[src/rtl/tx_path_pkg.sv]
// tx_path_pkg: shared widths, state encoding and mode constants for the tx path switch
package tx_path_pkg;
  localparam int IQ_W = 16;
  localparam logic [1:0] ST_DAC = 2'd0;
  localparam logic [1:0] ST_MUTE = 2'd1;
  localparam logic [1:0] ST_LB = 2'd2;
  localparam logic MODE_DAC = 1'b0;
  localparam logic MODE_LB = 1'b1;
  typedef enum logic [1:0] {S_DAC = ST_DAC, S_MUTE = ST_MUTE, S_LB = ST_LB} state_t;
endpackage

[src/rtl/sync_ff.sv]
// sync_ff: STAGES-deep flop chain bringing an asynchronous level into the clk domain
module sync_ff #(
  parameter int STAGES = 2
) (
  input  logic clk,
  input  logic rst,
  input  logic i_d,
  output logic o_q
);
  logic [STAGES-1:0] r_sync;
  // shift the raw input through the chain; the last flop is the safe copy
  always_ff @(posedge clk or posedge rst)
    if (rst) r_sync <= '0;
    else r_sync <= {r_sync[STAGES-2:0], i_d};
  assign o_q = r_sync[STAGES-1];
endmodule

[src/rtl/tx_path_switch.sv]
// tx_path_switch: steers modulator IQ to DAC or loopback with a zero-filled mute window on every switch (TXSW_DROP_CNT_EN adds odrop_cnt)
module tx_path_switch
  import tx_path_pkg::*;
#(
  parameter int MUTE_LEN = 16,
  parameter int SYNC_STAGES = 2
) (
  input  logic            clk,
  input  logic            rst,
  input  logic [IQ_W-1:0] iredata_tx,
  input  logic [IQ_W-1:0] iimdata_tx,
  input  logic            ivalid_tx,
  input  logic            switch_on,
  output logic [IQ_W-1:0] oredata_dac,
  output logic [IQ_W-1:0] oimdata_dac,
  output logic            ovalid_dac,
  output logic [IQ_W-1:0] oredata_lb,
  output logic [IQ_W-1:0] oimdata_lb,
  output logic            ovalid_lb,
  output logic            omode,
  output logic            obusy
`ifdef TXSW_DROP_CNT_EN
  ,output logic [15:0]    odrop_cnt
`endif
);
  localparam logic [7:0] LAST = 8'(MUTE_LEN - 1);
  state_t r_state, w_next;
  logic r_target, w_target, w_req;
  logic [7:0] r_cnt, w_cnt;
  sync_ff #(.STAGES(SYNC_STAGES)) u_sync (.clk(clk), .rst(rst), .i_d(switch_on), .o_q(w_req));
  // next state: leave a stable path on a request change, re-arm the mute window if the request flips back
  always_comb begin
    w_next = r_state;
    w_target = r_target;
    w_cnt = r_cnt;
    if (r_state == S_DAC && w_req) begin
      w_next = S_MUTE;
      w_target = MODE_LB;
      w_cnt = '0;
    end else if (r_state == S_LB && !w_req) begin
      w_next = S_MUTE;
      w_target = MODE_DAC;
      w_cnt = '0;
    end else if (r_state == S_MUTE) begin
      if (w_req != r_target) begin
        w_target = w_req;
        w_cnt = '0;
      end else if (r_cnt == LAST) begin
        w_next = r_target == MODE_LB ? S_LB : S_DAC;
        w_cnt = '0;
      end else w_cnt = r_cnt + 8'd1;
    end
  end
  // routing follows the next state so a sample on the exit edge already takes the new path
  always_ff @(posedge clk or posedge rst)
    if (rst) begin
      r_state <= S_DAC;
      r_target <= MODE_DAC;
      r_cnt <= '0;
      oredata_dac <= '0;
      oimdata_dac <= '0;
      ovalid_dac <= 1'b0;
      oredata_lb <= '0;
      oimdata_lb <= '0;
      ovalid_lb <= 1'b0;
      omode <= MODE_DAC;
    end else begin
      r_state <= w_next;
      r_target <= w_target;
      r_cnt <= w_cnt;
      oredata_dac <= w_next == S_DAC ? iredata_tx : '0;
      oimdata_dac <= w_next == S_DAC ? iimdata_tx : '0;
      ovalid_dac <= ivalid_tx;
      oredata_lb <= w_next == S_LB ? iredata_tx : '0;
      oimdata_lb <= w_next == S_LB ? iimdata_tx : '0;
      ovalid_lb <= ivalid_tx && w_next == S_LB;
      if (w_next != S_MUTE) omode <= w_next == S_LB;
    end
  assign obusy = r_state == S_MUTE;
`ifdef TXSW_DROP_CNT_EN
  logic [15:0] r_drop;
  // count samples swallowed by the mute window, saturating
  always_ff @(posedge clk or posedge rst)
    if (rst) r_drop <= '0;
    else if (ivalid_tx && w_next == S_MUTE && r_drop != 16'hFFFF) r_drop <= r_drop + 16'd1;
  assign odrop_cnt = r_drop;
`endif
endmodule

[config.mk]
export PLATFORM = sky130hd
export DESIGN_NAME = tx_path_switch
export DESIGN_NICKNAME = d
export VERILOG_FILES = /design/src/rtl/tx_path_pkg.sv /design/src/rtl/sync_ff.sv /design/src/rtl/tx_path_switch.sv
export SDC_FILE = /design/constraint.sdc
export NUM_CORES = 1
export LEC_CHECK = 0
export CORE_MARGIN = 2
export CORE_UTILIZATION = 48
export CTS_CLUSTER_SIZE = 12
export DETAILED_ROUTE_END_ITERATION = 8
export HOLD_SLACK_MARGIN = 0.1
export PLACE_DENSITY = 0.86
export SYNTH_ARGS = -nofsm -noshare
export SYNTH_HDL_FRONTEND = slang
export SYNTH_HIERARCHICAL = 1
export SYNTH_SLANG_ARGS = --single-unit
[constraint.sdc]
create_clock -name clk -period 4.8 [get_ports clk]
set_input_delay 0.72 -clock clk [delete_from_list [all_inputs] [get_ports clk]]
set_output_delay 0.72 -clock clk [all_outputs]
set_load 0.1 [all_outputs]
==> impl_results.md <==
* Worst-path clk slew at approximately 0.070 ns
* Most common cell after layout, fill and taps aside: clkdlybuf4s50_1
* Num rows at 28
* Ys async rst share at 1.000
* Worst-margin pin slew at a little over 1 ns
* Pwr/cell area at 313.5 nW/um^2
* Die height at about 83 um
* Post-CTS Resized at 0
* CTS tree: built
* CTS H-tree lvls at 3
* Run status: completed
* Critical path arrival at between 2 and 2.5 ns
* Design area at between 4000 and 5000 sq um
* Max-Cap Viols at 0
* Critical setup path kind: flip-flop to primary output
* Worst r2r path cells at 5
* Crit. End Element: primary output
* Switching Power at roughly 0.32 mW
* Compound-Gate Fraction of Synth Area at 0.05215
* Final Cycle Share at 0.6605
* Initial antenna violation count at 0
* Clock Path Buffers at 2
* CTS sink count at 80
* First-pass GRT wire length at just over 10 mm
* Reg power frac at 0.534
* Setup TNS at 0 ns
* Fin crit period at around 3.2 ns
* Sw Ratio at 0.2429
* Fmax at about 320 MHz
* Startpoint Class: flip-flop
* Post-Synth Simple-Gate Area at 0.2161
* Placed Instance Area at about 4000 sq um
* Mux cell area share after synthesis at 0.003725
* Synth area leaders: dfrtp_1 (66%), and2_1 (14%), buf_6 (2.2%)
* FF+latch count, synth at 80
* Routability congestion estimate at between 0.7 and 0.8
* Comb power frac at 0.096
* Die width at 83.36 um
* Final Skew at 0.01644 ns
* Post-synth EDFFs at 0
* Leakage at between 1.5 and 2 nW
* Largest net degree at the start of global routing at between 40 and 50
* Post-synthesis adder-cell area fraction at 0.004139
* DR WL/cell at 14.66 um
* Worst hold path type: flip-flop to flip-flop
* Port bufs at around 100
* Top cell type's share of synthesized area at 0.6623
* DIE AREA at between 6000 and 7000 sq um
* Hold Vio Cnt, Final at 0
* Critical Path End: obusy
* Drt total wl at about 6.1 mm
* Fin. max-slew vios at 0
* Root Driver: clkbuf_8
* Largest fanout on the critical path at 17
* Vias at approximately 2000
* Max IR drop VDD at between 200 and 250 uV
* Share of the yosys chip area belonging to registers at 0.6623
* Clk pwr share at 0.371
* Worst endpoint required time at 4.08 ns
* Hold buffers post-CTS at 0
* Cts bufs inserted at 9
* Clk_lat worst skew at 0.34 ns
* Core box area at 5991 sq um
* Gr usage total at 0.1865
* Hpwl dp at between 4 and 5 mm
* Initial Util at 0.5046
* RSZ-0062 raised after global routing: false
* GRT Residual Overflow at 0
* R2r startpoint: r_cnt[0]
* Max-slew headroom at 0.3185
* Syn avg cell area at approximately 13 sq um
* Share of layout cells above drive strength 1 at 0.06745
* Synth Cell Area at around 3000 sq um
* Cell Int Power at just over 1 mW
* Worst setup startpoint: r_state[0]
* Net Count, Synth at 272
* Post-synth top area cell: dfrtp_1
* R2R Path End: oimdata_dac[4]
* Synth warn at 6
* DRT antenna net count at 0
* Cells after synthesis at ~240
* Post-CTS Setup Bufs at 0
* Ant diodes at 0
* Most frequent cells in the layout: clkdlybuf4s50_1 (103), dfrtp_1 (80), and2_1 (66)
* Synth unique cells at 35
* Number of global-route vias before repair at 2137
* Drc violations at 0
* R2R setup slack at about 2.7 ns
* Routed vias/inst at slightly below 5
* IO Pins at about 100
* Area grow syn2layout at 40.81%
* DR iter-0 viols at ~170
* First-pass DRT Iterations at 4
* Post-synthesis xor/xnor area fraction at 0.02028
* Synth Flop Type: dfrtp_1
* Final setup violation count at 0
* Fin nets at approximately 370
* Largest family of logic cells by synthesized area: simple AND/OR/NAND/NOR gates
flip-flops by register name (all words and copies together), names as in the netlist:
signal         cells
oimdata_dac       16
oimdata_lb        16
oredata_dac       16
oredata_lb        16
r_cnt              8
r_state            2
u_sync/r_sync      2
omode              1
ovalid_dac         1
ovalid_lb          1
r_target           1
cell usage after synthesis, types with 2 or more instances:
| cell | n |
|---|---|
| a22o_1 | 3 |
| o21ai_0 | 3 |
| xor2_1 | 6 |
| a21oi_1 | 4 |
| nand2b_1 | 3 |
| a31oi_1 | 2 |
| buf_6 | 6 |
| clkbuf_1 | 4 |
| dfrtp_1 | 80 |
| and4_1 | 3 |
| nand2_1 | 7 |
| and3_1 | 4 |
| inv_1 | 6 |
| nor2_1 | 9 |
| nor2b_1 | 2 |
| and2_1 | 66 |
| nand4_1 | 4 |
| nand3_1 | 3 |
| buf_2 | 4 |
routing by layer:
layer,up-vias,track usage,wire length [um]
met2,88,0.3130,3153
met1,988,0.2085,2293
met3,15,0.08350,547
li1,957,-,-
met4,0,0.07154,103
met5,-,0,0
layout make-up:
class,instances,area (sq um)
inverter,6,22.52
tap,75,93.84
clock inverter,5,62.56
timing repair buffer,104,1039
fill,400,1734
clock buffer,11,141.4
multi-input combinational,135,895.9
sequential,80,2002
how the worst min path moves through the flow:
stage / from / to / depth (start not counted)
after floorplan: u_sync/r_sync[0] / u_sync/r_sync[1] / 0
after global placement: u_sync/r_sync[0] / u_sync/r_sync[1] / 0
after detailed placement: u_sync/r_sync[0] / u_sync/r_sync[1] / 0
after CTS: u_sync/r_sync[0] / u_sync/r_sync[1] / 0
after global routing: u_sync/r_sync[0] / u_sync/r_sync[1] / 0
final: u_sync/r_sync[0] / u_sync/r_sync[1] / 0
cell families after synthesis:
family / Yosys count
AND/OR/NAND/NOR: 106
XOR/XNOR: 7
adder cells (fa/ha/maj): 1
buffers and inverters: 20
flip-flops: 80
multiplexers: 1
AO/OA/AOI/OAI: 20
critical path, stage by stage (launching register included):
cell	delay [ns]
dfrtp_1	0.66
nor2b_1	0.28
clkdlybuf4s50_1	1.17
stage by stage:
stage	hold slack (ns)	std cells	util	worst slack [ns]	total power [mW]
after floorplan	0.3312	235	-	1.896	0.8026
after global placement	0.3387	400	0.6765	2.036	0.8458
after detailed placement	0.3530	400	0.6765	2.011	0.8526
after CTS	0.3684	416	0.7105	1.621	1.347
after global routing	0.3732	416	0.7105	1.514	1.395
final	0.3626	416	0.7105	1.630	1.335
power by group through the flow:
stage          registers (mW)  logic (mW)  clock network [mW]
3_5_place_dp            0.725       0.128                   0
2_1_floorplan           0.716      0.0867                   0
3_3_place_gp            0.724       0.122                   0
5_1_grt                 0.715       0.140               0.539
4_1_cts                 0.712       0.128               0.507
6_report                0.712       0.128               0.495
No activity file was read; power rests on OpenSTA's default activity.
